<file path="config.mk">
export PLATFORM = sky130hd
export DESIGN_NAME = shifter_iter
export DESIGN_NICKNAME = d
export VERILOG_FILES = /design/src/rtl/shifter_pkg.sv /design/src/rtl/shift_step.sv /design/src/rtl/shifter_iter.sv
export SDC_FILE = /design/constraint.sdc
export NUM_CORES = 1
export LEC_CHECK = 0
export CORE_ASPECT_RATIO = 0.7
export CORE_MARGIN = 1.5
export CORE_UTILIZATION = 40
export CTS_CLUSTER_DIAMETER = 200
export DETAILED_ROUTE_END_ITERATION = 7
export PLACE_DENSITY = 0.66
export SLEW_MARGIN = 25
export SYNTH_ARGS = -nofsm -noshare
export SYNTH_HDL_FRONTEND = slang
export SYNTH_SLANG_ARGS = --single-unit
export TNS_END_PERCENT = 10
</file>
<file path="constraint.sdc">
create_clock -name CLK -period 2.4 [get_ports CLK]
set_input_delay 0.72 -clock CLK [delete_from_list [all_inputs] [get_ports CLK]]
set_output_delay 0.72 -clock CLK [all_outputs]
set_load 0.005 [all_outputs]
</file>
<file path="src/rtl/shifter_pkg.sv">
// Shared encodings for the iterative shifter: operation modes, FSM states
// and a helper that classifies the pass-through modes.
// Latency: n/a (definitions only). Backpressure: n/a.
package shifter_pkg;

    // Operation encodings carried on MODE; 101..111 all mean pass-through.
    localparam logic [2:0] MODE_LSL = 3'b000;
    localparam logic [2:0] MODE_LSR = 3'b001;
    localparam logic [2:0] MODE_ASR = 3'b010;
    localparam logic [2:0] MODE_ROL = 3'b011;
    localparam logic [2:0] MODE_ROR = 3'b100;

    // FSM state encoding.
    localparam logic [1:0] ST_IDLE  = 2'd0;
    localparam logic [1:0] ST_SHIFT = 2'd1;
    localparam logic [1:0] ST_FIN   = 2'd2;

    // Any encoding above ROR leaves the operand untouched.
    function automatic logic is_pass(input logic [2:0] mode);
        return (mode > MODE_ROR);
    endfunction

endpackage

</file>
<file path="src/rtl/shift_step.sv">
// Fixed-distance combinational shifter: moves data by S bits in the given mode.
// Latency: 0 cycles (pure combinational). Backpressure: none.
// Ports: data_i (W) operand, mode_i (3) operation, data_o (W) shifted result.
module shift_step
    import shifter_pkg::*;
#(
    parameter int W = 32,
    parameter int S = 2
) (
    input  logic [W-1:0] data_i,
    input  logic [2:0]   mode_i,
    output logic [W-1:0] data_o
);

    always_comb begin
        data_o = data_i;
        case (mode_i)
            MODE_LSL: data_o = data_i << S;
            MODE_LSR: data_o = data_i >> S;
            // Sign bit replicates into every vacated position.
            MODE_ASR: data_o = W'($signed(data_i) >>> S);
            MODE_ROL: data_o = (data_i << S) | (data_i >> (W - S));
            MODE_ROR: data_o = (data_i >> S) | (data_i << (W - S));
            default:  data_o = data_i;
        endcase
    end

endmodule

</file>
<file path="src/rtl/shifter_iter.sv">
// Iterative shifter: LSL/LSR/ASR/ROL/ROR by AMT using STEP-bit coarse steps,
// then 1-bit steps. Latency: DONE at accept+1+floor(AMT/STEP)+(AMT mod STEP).
// Backpressure: START is ignored while BUSY; no queuing, back-to-back from FIN.
// Ports: CLK, RST_N (sync, active-low); START/IN/AMT/MODE request sampled on
// accept; BUSY high in SHIFT; DONE one-cycle pulse in FIN; OUT result register.
module shifter_iter
    import shifter_pkg::*;
#(
    parameter int W    = 32,
    parameter int STEP = 2,
    parameter int AW   = $clog2(W)
) (
    input  logic          CLK,
    input  logic          RST_N,
    input  logic          START,
    input  logic [W-1:0]  IN,
    input  logic [AW-1:0] AMT,
    input  logic [2:0]    MODE,
    output logic          BUSY,
    output logic          DONE,
    output logic [W-1:0]  OUT
);

    localparam logic [AW-1:0] STEP_A = AW'(STEP);
    localparam logic [AW-1:0] ONE_A  = AW'(1);

    logic [1:0]    state_q, state_d;
    logic [AW-1:0] rem_q, rem_d;
    logic [2:0]    mode_q, mode_d;
    logic [W-1:0]  out_q, out_d;

    logic [W-1:0]  coarse_dat;
    logic [W-1:0]  fine_dat;

    shift_step #(.W(W), .S(STEP)) u_coarse (
        .data_i (out_q),
        .mode_i (mode_q),
        .data_o (coarse_dat)
    );

    shift_step #(.W(W), .S(1)) u_fine (
        .data_i (out_q),
        .mode_i (mode_q),
        .data_o (fine_dat)
    );

    always_comb begin
        state_d = state_q;
        rem_d   = rem_q;
        mode_d  = mode_q;
        out_d   = out_q;
        case (state_q)
            ST_IDLE, ST_FIN: begin
                if (START) begin
                    out_d  = IN;
                    rem_d  = AMT;
                    mode_d = MODE;
                    // Nothing to iterate: go straight to the done pulse.
                    state_d = (AMT == '0 || is_pass(MODE)) ? ST_FIN : ST_SHIFT;
                end else begin
                    state_d = ST_IDLE;
                end
            end
            ST_SHIFT: begin
                // Coarse steps while they fit, then single-bit steps for the
                // remainder; each step re-reads OUT so ASR keeps the sign.
                if (rem_q >= STEP_A) begin
                    out_d = coarse_dat;
                    rem_d = rem_q - STEP_A;
                end else begin
                    out_d = fine_dat;
                    rem_d = rem_q - ONE_A;
                end
                if (rem_d == '0) begin
                    state_d = ST_FIN;
                end
            end
            default: begin
                state_d = ST_IDLE;
            end
        endcase
    end

    always_ff @(posedge CLK) begin
        if (!RST_N) begin
            state_q <= ST_IDLE;
            rem_q   <= '0;
            mode_q  <= MODE_LSL;
            out_q   <= '0;
        end else begin
            state_q <= state_d;
            rem_q   <= rem_d;
            mode_q  <= mode_d;
            out_q   <= out_d;
        end
    end

    assign BUSY = (state_q == ST_SHIFT);
    assign DONE = (state_q == ST_FIN);
    assign OUT  = out_q;

endmodule

</file>
==> results of run 1 <==
layout by cell type, fill, tap and decap left out, types with 2 or more instances in the layout:
cell type	netlist	routed
a211o_1	3	3
a21o_1	2	2
a21oi_1	34	34
a221oi_1	5	5
a221oi_2	2	2
a22o_1	10	10
a22oi_1	26	26
a311oi_1	9	9
a31oi_1	3	3
a32o_1	3	3
and2_1	2	2
and3_1	4	4
buf_12	0	5
buf_4	3	20
clkbuf_16	0	5
clkdlybuf4s50_1	0	76
dfxtp_1	42	42
ha_1	4	4
inv_1	7	7
mux2_2	18	18
mux2_4	3	3
mux2i_1	9	9
nand2_1	104	104
nand2b_1	3	3
nand3_1	11	11
nor2_1	27	27
nor2b_1	4	4
nor3_1	6	6
o211ai_1	6	6
o21a_2	2	2
o21ai_0	22	22
o21ai_2	2	2
o221ai_1	13	13
o22ai_1	12	12
o311a_1	2	2
o31a_1	2	2
or3_1	3	3
flip-flops by register name (all words and copies together), names as in the netlist:
register	count
OUT	32
mode_q	3
state_q	2
rem_q	5
power breakdown:
| group | switching (mW) | internal (mW) | total (mW) |
|---|---|---|---|
| Combinational | 0.694 | 0.681 | 1.37 |
| Clock | 0.275 | 0.514 | 0.789 |
| Sequential | 0.169 | 0.795 | 0.965 |
metal layers:
metal	share of wire	vias to the layer above	GRT usage
met5	0	-	0
met4	0.0028	0	0.0425
met3	0.093	4	0.0418
met2	0.41	189	0.368
met1	0.49	1762	0.377
li1	-	1860	-
final cells by class:
cell class,count,area share
multi-input cells,372,0.518
repair buffers,101,0.224
flip-flops and latches,42,0.186
clock buffers,6,0.0308
well taps,101,0.0280
clock inverters,1,0.00665
inverters,8,0.00665
worst max-delay path: cells and delay by family, from the launching register on:
kind | cells | cell delay, ns
flops | 1 | 0.54
compound gates | 3 | 1.03
simple gates | 1 | 0.45
xor+xnor | 1 | 0.16
stage by stage:
step                      cells  hold WS, ns  cell area [µm²]  utilization
after detailed placement    624        0.529             4340        0.540
final                       631        0.544             4510        0.561
after global routing        631        0.576             4510        0.561
after floorplan             462        0.487             3390            -
after CTS                   631        0.539             4510        0.561
after global placement      624        0.521             4340        0.540
cell usage after synthesis, drive strengths merged, types with 3 or more instances:
| cell type | n | share of area |
|---|---|---|
| a211o | 3 | 0.0077 |
| a21oi | 35 | 0.053 |
| a221oi | 7 | 0.022 |
| a22o | 10 | 0.026 |
| a22oi | 26 | 0.058 |
| a311oi | 9 | 0.023 |
| a31oi | 3 | 0.0055 |
| a32o | 3 | 0.0089 |
| and3 | 4 | 0.0074 |
| buf | 29 | 0.046 |
| clkbuf | 11 | 0.012 |
| dfxtp | 42 | 0.25 |
| ha | 4 | 0.015 |
| inv | 7 | 0.0077 |
| mux2 | 21 | 0.073 |
| mux2i | 9 | 0.027 |
| nand2 | 105 | 0.12 |
| nand2b | 4 | 0.0096 |
| nand3 | 11 | 0.016 |
| nor2 | 28 | 0.033 |
| nor2b | 4 | 0.0074 |
| nor3 | 7 | 0.012 |
| o211ai | 6 | 0.013 |
| o21ai | 25 | 0.039 |
| o221ai | 13 | 0.034 |
| o22ai | 12 | 0.022 |
| or3 | 3 | 0.0055 |
worst min path at each step:
stage | start | endpoint | slack (ns) | cells past startpoint
3_5_place_dp | rem_q[3]$_SDFFE_PN0P_ | rem_q[3]$_SDFFE_PN0P_ | 0.53 | 2
4_1_cts | rem_q[3]$_SDFFE_PN0P_ | rem_q[3]$_SDFFE_PN0P_ | 0.54 | 2
2_1_floorplan | rem_q[3]$_SDFFE_PN0P_ | rem_q[3]$_SDFFE_PN0P_ | 0.49 | 2
3_3_place_gp | rem_q[3]$_SDFFE_PN0P_ | rem_q[3]$_SDFFE_PN0P_ | 0.52 | 2
6_report | rem_q[3]$_SDFFE_PN0P_ | rem_q[3]$_SDFFE_PN0P_ | 0.54 | 2
5_1_grt | OUT[5]$_SDFFE_PN0P_ | OUT[5]$_SDFFE_PN0P_ | 0.58 | 1
cells by family after synthesis:
logic type                 after synthesis  share of synthesized area
and+or+nand+nor                        170                      0.216
AOI/OAI and AO/OA                      165                      0.345
adders and majority gates                4                     0.0148
muxes                                   30                     0.0996
buffers and inverters                   48                     0.0668
xor gates and xnor gates                 3                    0.00996
DFF                                     42                      0.248
==> results.md, run 1 <==
- Final hold vios: 0
- DR iter-0 viols: around 320
- Clk sink count: 42
- Clock transition at path regs: approximately 0.060 ns
- Post-synthesis cell type count: 55
- CP endpoint kind: register
- Fin worst setup slack: between 0.09 and 0.1 ns
- Synthesized cell area: approximately 3400 µm²
- RSZ-0062 raised after global routing: no
- Clock Skews: about 0.0044 ns
- GRT Overall Usage: 0.248
- Worst Setup SP: mode_q[1]$_SDFFE_PN0P_
- Peak Freq: 0.434 GHz
- Yosys warns: 0
- CTS tree: built
- Worst reg2reg setup slack: roughly 0.095 ns
- Worst Hold Class: register to register
- Antenna-violating nets left: 0
- Worst Path Arrival: approximately 2.5 ns
- Fill count: 738
- Pleak: 1.64 nW
- Worst Setup EP: OUT[7]$_SDFFE_PN0P_
- CP Class: register to register
- CP Data Required Time: ~2.6 ns
- DR DRC count: 0
- Overall power: around 3.1 mW
- Cell Rows: 27
- Minimum clock period after layout: approximately 2.3 ns
- Core Area: about 8000 µm²
- Largest net degree at the start of global routing: 37
- Status: complete, no violations
- Post-CTS setup buffer count: 0
- Post_cts resized: 0
- Final setup fails: 0
- Total grt overflow: 0
- Final nets: 577
- CP max stage delay: 0.63 ns
- CTS HTree Levels: 2
- Post-synth EDFFs: 0
- Gate count of the mapped netlist: around 460
- # hold bufs at CTS: 0
- DIE HEIGHT: approximately 80 µm
- Number of diodes: 0
- Hpwl dp: approximately 7.6 mm
- Cts bufs inserted: 5
- Slowest cell on crit path: o21ai_2
- Top FF cell, synth: dfxtp_1
- Final period utilization: 0.961
- Maximum vdd ir drop: around 0.32 mV
- CTS max path bufs: 2
- Register area share after synthesis: 0.248
- Syn_nets: 509
- Post-synth ARST share: 0
- MaxCap Viol Count: 0
- I/O pins: 77
- Relative max-transition margin: 0.478
- Via count: ~3800
- Area of the multi-input gates: approximately 2300 µm²
- Max-slew violations: 0
- Worst Tran Pin Value: between 0.7 and 0.8 ns
- Routed WL: 11.1 mm
- Initial antenna violation count: 0
- Die area: a little over 9000 µm²
- Fin Setup TNS: 0 ns
- DRT Pass-1 Iters: 5
- Depth of the worst register-to-register path: 5
- Syn Area/Cell: about 7.3 µm²
- CP max FO: 13
- Place WS: ~0.057 ns
- Detailed-route vias per instance: between 6 and 7
- Power Density: approximately 700 nW/µm²
- Area growth, synth to finish: 33.1%
- Wire per inst: 17.6 µm
- Clk_lat worst skew: ~0.28 ns
- Global placement routability congestion: 0.839
- Die width: 113 µm
- CP startpoint kind: register
- Vias in the first global route: 3587
- Critical-path cell list: xor2_1, o21ai_2, and2_1, a311oi_1, a22o_1
- Root buf cell: clkbuf_16
- Worst reg2reg path endpoint: OUT[7]$_SDFFE_PN0P_
- Starting Density: 0.422
- Register area: 841 µm²
- PortBufs: 76
- Worst R2R Start: mode_q[1]$_SDFFE_PN0P_
- #FFs+latches synth: 42
- First-pass GRT wire length: about 18 mm
- Layout cells sized above 1: 0.125
Power figures use the tool's default switching activity.
==> run 2: changes to the inputs <==
CORE_MARGIN = default   (was 1.5)
==> results.md, run 2 (synthesized netlist as in run 1, its figures left out) <==
- Status: complete, but fails checks
- Failing checks: DRC
- Clock Skews: 0.00360 ns (-0.000812 ns)
- Worst Setup SP: mode_q[1]$_SDFFE_PN0P_
- Minimum clock period after layout: 2.21 ns (-0.100 ns)
- DR WL met2: 4.59 mm (+0.37%)
- Total grt overflow: 0 (unchanged)
- Comb power frac: 0.434 (-0.005)
- Met3 routed WL: 780 µm (-24%)
- Global placement routability congestion: 0.848 (+1.2%)
- PortBufs: 76 (unchanged)
- Met1 WL: 5.48 mm (+0.42%)
- Register share of total power: 0.314 (+0.006)
- Die area: 8860 µm² (-2.1%)
- DR iter-0 viols: 218 (-33%)
- P_int: 1.94 mW (-2.7%)
- Max reg flops: 32 (unchanged)
- CP max FO: 13 (unchanged)
- Largest net degree at the start of global routing: 37 (unchanged)
- Worst Path Arrival: 2.38 ns (-0.10 ns)
- Final nets: 577 (unchanged)
- Hold Startpoint: rem_q[3]$_SDFFE_PN0P_
- Sw power: 1.14 mW (+0.35%)
- Placed cell areas: 4310 µm² (-0.86%)
- Starting Density: 0.422 (unchanged)
- GRT Overall Usage: 0.249 (about the same)
- Area growth, synth to finish: 31.8%
- Core Util, Final: 0.556 (-0.00545)
- Core Area: 8040 µm² (unchanged)
- RSZ-0062 raised after global routing: no
- Routed WL: 10.9 mm (-1.5%)
- Worst reg2reg path endpoint: OUT[7]$_SDFFE_PN0P_
- Critical-path cell list: xor2_1, o21ai_2, and2_1, a311oi_1, a22o_1
- CTS tree: built
- Final hold vios: 0 (unchanged)
- Cell Rows: 27 (unchanged)
- DRT Pass-1 Iters: 7 (+2)
- Sw frac: 0.371 (+0.00709)
- Worst hold path depth: 2 (unchanged)
- Number of diodes: 0 (unchanged)
- Worst reg2reg setup slack: 0.19 ns (+0.10 ns)
- Peak Freq: 0.453 GHz (+4.5%)
- Fin Setup TNS: 0 ns (unchanged)
- Via count: 3904 (+2.3%)
- Hpwl dp: 7.49 mm (-1.2%)
- CP Class: register to register
- Worst Hold Class: register to register
- Place WS: 0.0943 ns (+0.0374 ns)
- Commonest non-fill, non-tap cell in the layout: nand2_1
- Wire per inst: 17.3 µm (-1.7%)
- CTS max path bufs: 2 (unchanged)
- # hold bufs at CTS: 0 (unchanged)
- Worst R2R Start: mode_q[1]$_SDFFE_PN0P_
- CTS HTree Levels: 2 (unchanged)
- First-pass GRT wire length: 17.9 mm (-2.3%)
- CP Data Required Time: 2.58 ns (about the same)
- Post-CTS setup buffer count: 0 (unchanged)
- Power Density: 689 nW/µm² (-0.60%)
- Slowest cell on crit path: o21ai_2
- Pleak: 1.63 nW (-1.1%)
- Root buf cell: clkbuf_16
- CP startpoint kind: register
- Clock power share: 0.252 (about the same)
- Clock transition at path regs: 0.06 ns (about the same)
- Initial antenna violation count: 0 (unchanged)
- Hold Path End: rem_q[3]$_SDFFE_PN0P_
- Max-slew violations: 0 (unchanged)
- DR DRC count: 3 (+3)
- Relative max-transition margin: 0.491 (+0.0127)
- Final setup fails: 0 (unchanged)
- Post-route cell area: 4470 µm² (-0.97%)
- Depth of the worst register-to-register path: 5 (unchanged)
- Fin worst setup slack: 0.195 ns (+0.100 ns)
- MaxCap Viol Count: 0 (unchanged)
- DIE HEIGHT: 79.0 µm (-1.2%)
- CP max stage delay: 0.61 ns (-0.02 ns)
- Top routing layer in use: met4
- Post_cts resized: 0 (unchanged)
- Maximum vdd ir drop: 0.355 mV (+12%)
- Antenna-violating nets left: 0 (unchanged)
- Die width: 112 µm (-0.88%)
- Clk sink count: 42 (unchanged)
- Layout cells sized above 1: 0.122 (-0.00212)
- CP endpoint kind: register
- Clk_lat worst skew: 0.28 ns (about the same)
- Detailed-route vias per instance: 6.18 (+2.2%)
- Overall power: 3.08 mW (-1.6%)
- Final period utilization: 0.919 (-0.0418)
- Cts bufs inserted: 5 (unchanged)
- I/O pins: 77 (unchanged)
- Vias in the first global route: 3426 (-4.5%)
- Worst Tran Pin Value: 0.764 ns (-0.0191 ns)
- Most frequent cells in the layout: nand2_1 (104), clkdlybuf4s50_1 (76), dfxtp_1 (42)
-- run 2: cell types whose count changed in the layout (fill, tap and decap cells not counted), sizes merged --
| cell | previous run | this run |
|---|---|---|
| clkbuf | 6 | 7 |
-- run 2: layout make-up --
| type | instances | area (µm²) |
|---|---|---|
| inverters | 8 | 30.0 |
| well taps | 101 | 126 |
| flip-flops and latches | 42 | 841 |
| clock buffers | 7 | 133 |
| clock inverters | 1 | 30.0 |
| fillers | 761 | 3570 |
| multi-input cells | 372 | 2340 |
| repair buffers | 101 | 973 |
-- run 2: worst max-delay path, delay by kind of cell, from the launching register on --
family | cells | cell delay, ns
AO/OA/AOI/OAI | 3 | 1.01
flip-flops | 1 | 0.48
AND/OR/NAND/NOR | 1 | 0.45
XOR/XNOR | 1 | 0.15
-- run 2: through the flow --
| step | cells | hold slack, ns |
|---|---|---|
| 2_1_floorplan | 462 | 0.487 |
| 3_3_place_gp | 624 | 0.517 |
| 3_5_place_dp | 624 | 0.528 |
| 4_1_cts | 632 | 0.540 |
| 5_1_grt | 632 | 0.572 |
| 6_report | 632 | 0.543 |
-- run 2: worst max path at each step --
stage                                         end  slack, ns  cells past startpoint
after global placement    state_q[1]$_SDFFE_PN0P_       0.13                      6
after floorplan             rem_q[4]$_SDFFE_PN0P_       0.45                      9
after CTS                     OUT[7]$_SDFFE_PN0P_       0.23                      5
after detailed placement  state_q[1]$_SDFFE_PN0P_       0.09                      6
final                         OUT[7]$_SDFFE_PN0P_       0.19                      5
after global routing         OUT[19]$_SDFFE_PN0P_       0.03                      8
-- run 2: routing by layer --
layer,vias up,GRT usage
met5,-,0
li1,1857,-
met4,0,0.0413
met3,8,0.0344
met2,173,0.366
met1,1866,0.383
-- run 2: power by group through the flow --
stage,Sequential [mW],Combinational (mW),Clock [mW]
3_5_place_dp,0.975,1.32,0
2_1_floorplan,0.929,0.851,0
6_report,0.966,1.34,0.776
3_3_place_gp,0.974,1.30,0
4_1_cts,0.961,1.32,0.779
5_1_grt,0.984,1.46,0.803
==> run 3: changes to the inputs <==
CORE_UTILIZATION = 51   (was 40)
PLACE_DENSITY = 0.81   (was 0.66)
==> results.md, run 3 (synthesized netlist as in run 1, its figures left out) <==
- Most frequent cells in the layout: nand2_1 (104), clkdlybuf4s50_1 (76), dfxtp_1 (42)
- Hold Startpoint: rem_q[3]$_SDFFE_PN0P_
- CP Data Required Time: 2.58 ns (about the same)
- CP Class: register to register
- DRT Pass-1 Iters: 7 (unchanged)
- Worst Tran Pin Value: 0.613 ns (-0.151 ns)
- Worst Path Arrival: 2.35 ns (-0.03 ns)
- Register area: 841 µm² (unchanged)
- First-pass GRT wire length: 17.7 mm (-1.0%)
- CTS tree: built
- DIE HEIGHT: 70.2 µm (-11%)
- Root buf cell: clkbuf_8
- Worst hold margin: 0.538 ns (-0.00595 ns)
- Final nets: 577 (unchanged)
- Fill count: 527 (-31%)
- Depth of the worst register-to-register path: 8 (+3)
- Worst Hold Class: register to register
- Maximum vdd ir drop: 0.335 mV (-5.4%)
- Fin Setup TNS: 0 ns (unchanged)
- Worst hold path depth: 2 (unchanged)
- Die area: 6990 µm² (-21%)
- Initial antenna violation count: 0 (unchanged)
- Max reg flops: 32 (unchanged)
- Final hold vios: 0 (unchanged)
- Hpwl dp: 7.50 mm (about the same)
- CTS max path bufs: 2 (unchanged)
- Final period utilization: 0.905 (-0.0140)
- Cts bufs inserted: 5 (unchanged)
- Vias in the first global route: 3644 (+6.4%)
- Die width: 99.5 µm (-11%)
- Area of the multi-input gates: 2340 µm² (+0.21%)
- Clk sink count: 42 (unchanged)
- CP endpoint kind: register
- Status: complete, no violations
- Core Area: 6340 µm² (-21%)
- Post-route cell area: 4390 µm² (-1.7%)
- Minimum clock period after layout: 2.17 ns (-0.0335 ns)
- Largest net degree at the start of global routing: 35 (-5.4%)
- Antenna-violating nets left: 0 (unchanged)
- Clk_lat worst skew: 0.30 ns (+0.02 ns)
- Routed WL: 10.7 mm (-2.0%)
- I/O pins: 77 (unchanged)
- Wire per inst: 17.3 µm (-0.13%)
- Power Density: 637 nW/µm² (-7.5%)
- Worst R2R Start: rem_q[1]$_SDFFE_PN0P_
- Relative max-transition margin: 0.591 (+0.100)
- Area growth, synth to finish: 29.5%
- DR iter-0 viols: 401 (+84%)
- PortBufs: 76 (unchanged)
- CTS HTree Levels: 2 (unchanged)
- RSZ-0062 raised after global routing: no
- Total grt overflow: 0 (unchanged)
- CP startpoint kind: register
- DR DRC count: 0 (-3)
- Pleak: 1.60 nW (-1.9%)
- Worst Setup SP: rem_q[1]$_SDFFE_PN0P_
- Layout cells sized above 1: 0.125 (+0.00235)
- Clock Skews: 0.00592 ns (+0.00232 ns)
- Starting Density: 0.535 (+0.113)
- Final setup fails: 0 (unchanged)
- Number of diodes: 0 (unchanged)
- Overall power: 2.80 mW (-9.1%)
- Commonest non-fill, non-tap cell in the layout: nand2_1
- Peak Freq: 0.461 GHz (+1.5%)
- Detailed-route vias per instance: 6.38 (+3.2%)
- Max-slew violations: 0 (unchanged)
- Cell Rows: 24 (-11%)
- Global placement routability congestion: 0.891 (+5.0%)
- Placed cell areas: 4310 µm² (unchanged)
- CP max FO: 25 (+12)
- Via count: 3953 (+1.3%)
- Clock transition at path regs: 0.08 ns (+0.02 ns)
- MaxCap Viol Count: 0 (unchanged)
- Non-filler cells, final: 620 (-1.9%)
- GRT Overall Usage: 0.312 (+0.0635)
- Placed cell count: 614 (-1.6%)
## run 3: path summary, 6_finish.rpt
kind,end,slack (ns)
max reg2reg,OUT[29]$_SDFFE_PN0P_,0.23
min,rem_q[3]$_SDFFE_PN0P_,0.54
min reg2reg,rem_q[3]$_SDFFE_PN0P_,0.54
max,OUT[29]$_SDFFE_PN0P_,0.23
## run 3: power breakdown
part | switching [mW] | internal [mW] | total [mW]
logic | 0.685 | 0.674 | 1.36
registers | 0.176 | 0.794 | 0.970
clock network | 0.248 | 0.222 | 0.471
## run 3: metrics by stage
| step | util | setup slack (ns) |
|---|---|---|
| floorplan | - | 0.454 |
| global placement | 0.680 | 0.0920 |
| detailed placement | 0.680 | 0.00206 |
| CTS | 0.693 | 0.147 |
| global route | 0.694 | 0.151 |
| finish | 0.694 | 0.228 |
## run 3: layout make-up
class                      instances  share of cell area
sequential                        42               0.191
tap                               91              0.0259
inverter                           8             0.00683
multi-input combinational        372               0.533
clock buffer                       6              0.0188
timing repair buffer             101               0.224
## run 3: routing by layer
layer	vias up	global-route usage	wire length, µm
li1	1852	-	-
met1	1846	0.466	4910
met2	247	0.447	4650
met3	8	0.0721	1070
met4	0	0.0784	74
met5	-	0	0
## run 3: what timing repair did
| action | 4_1_cts | 5_1_grt |
|---|---|---|
| endpoints found under the setup margin | 0 | 2 |
| buffers inserted | 0 | 0 |
| hold buffers | 0 | 0 |
| resized for setup | 0 | 1 |
## run 3: worst max-delay path, cell delays in order (launching register included)
cell      delay, ns
dfxtp_1        0.35
inv_1          0.16
ha_1           0.25
nand2b_4       0.08
nor3_4         0.35
buf_12         0.23
mux2_2         0.35
o221ai_1       0.16
a22oi_1        0.13
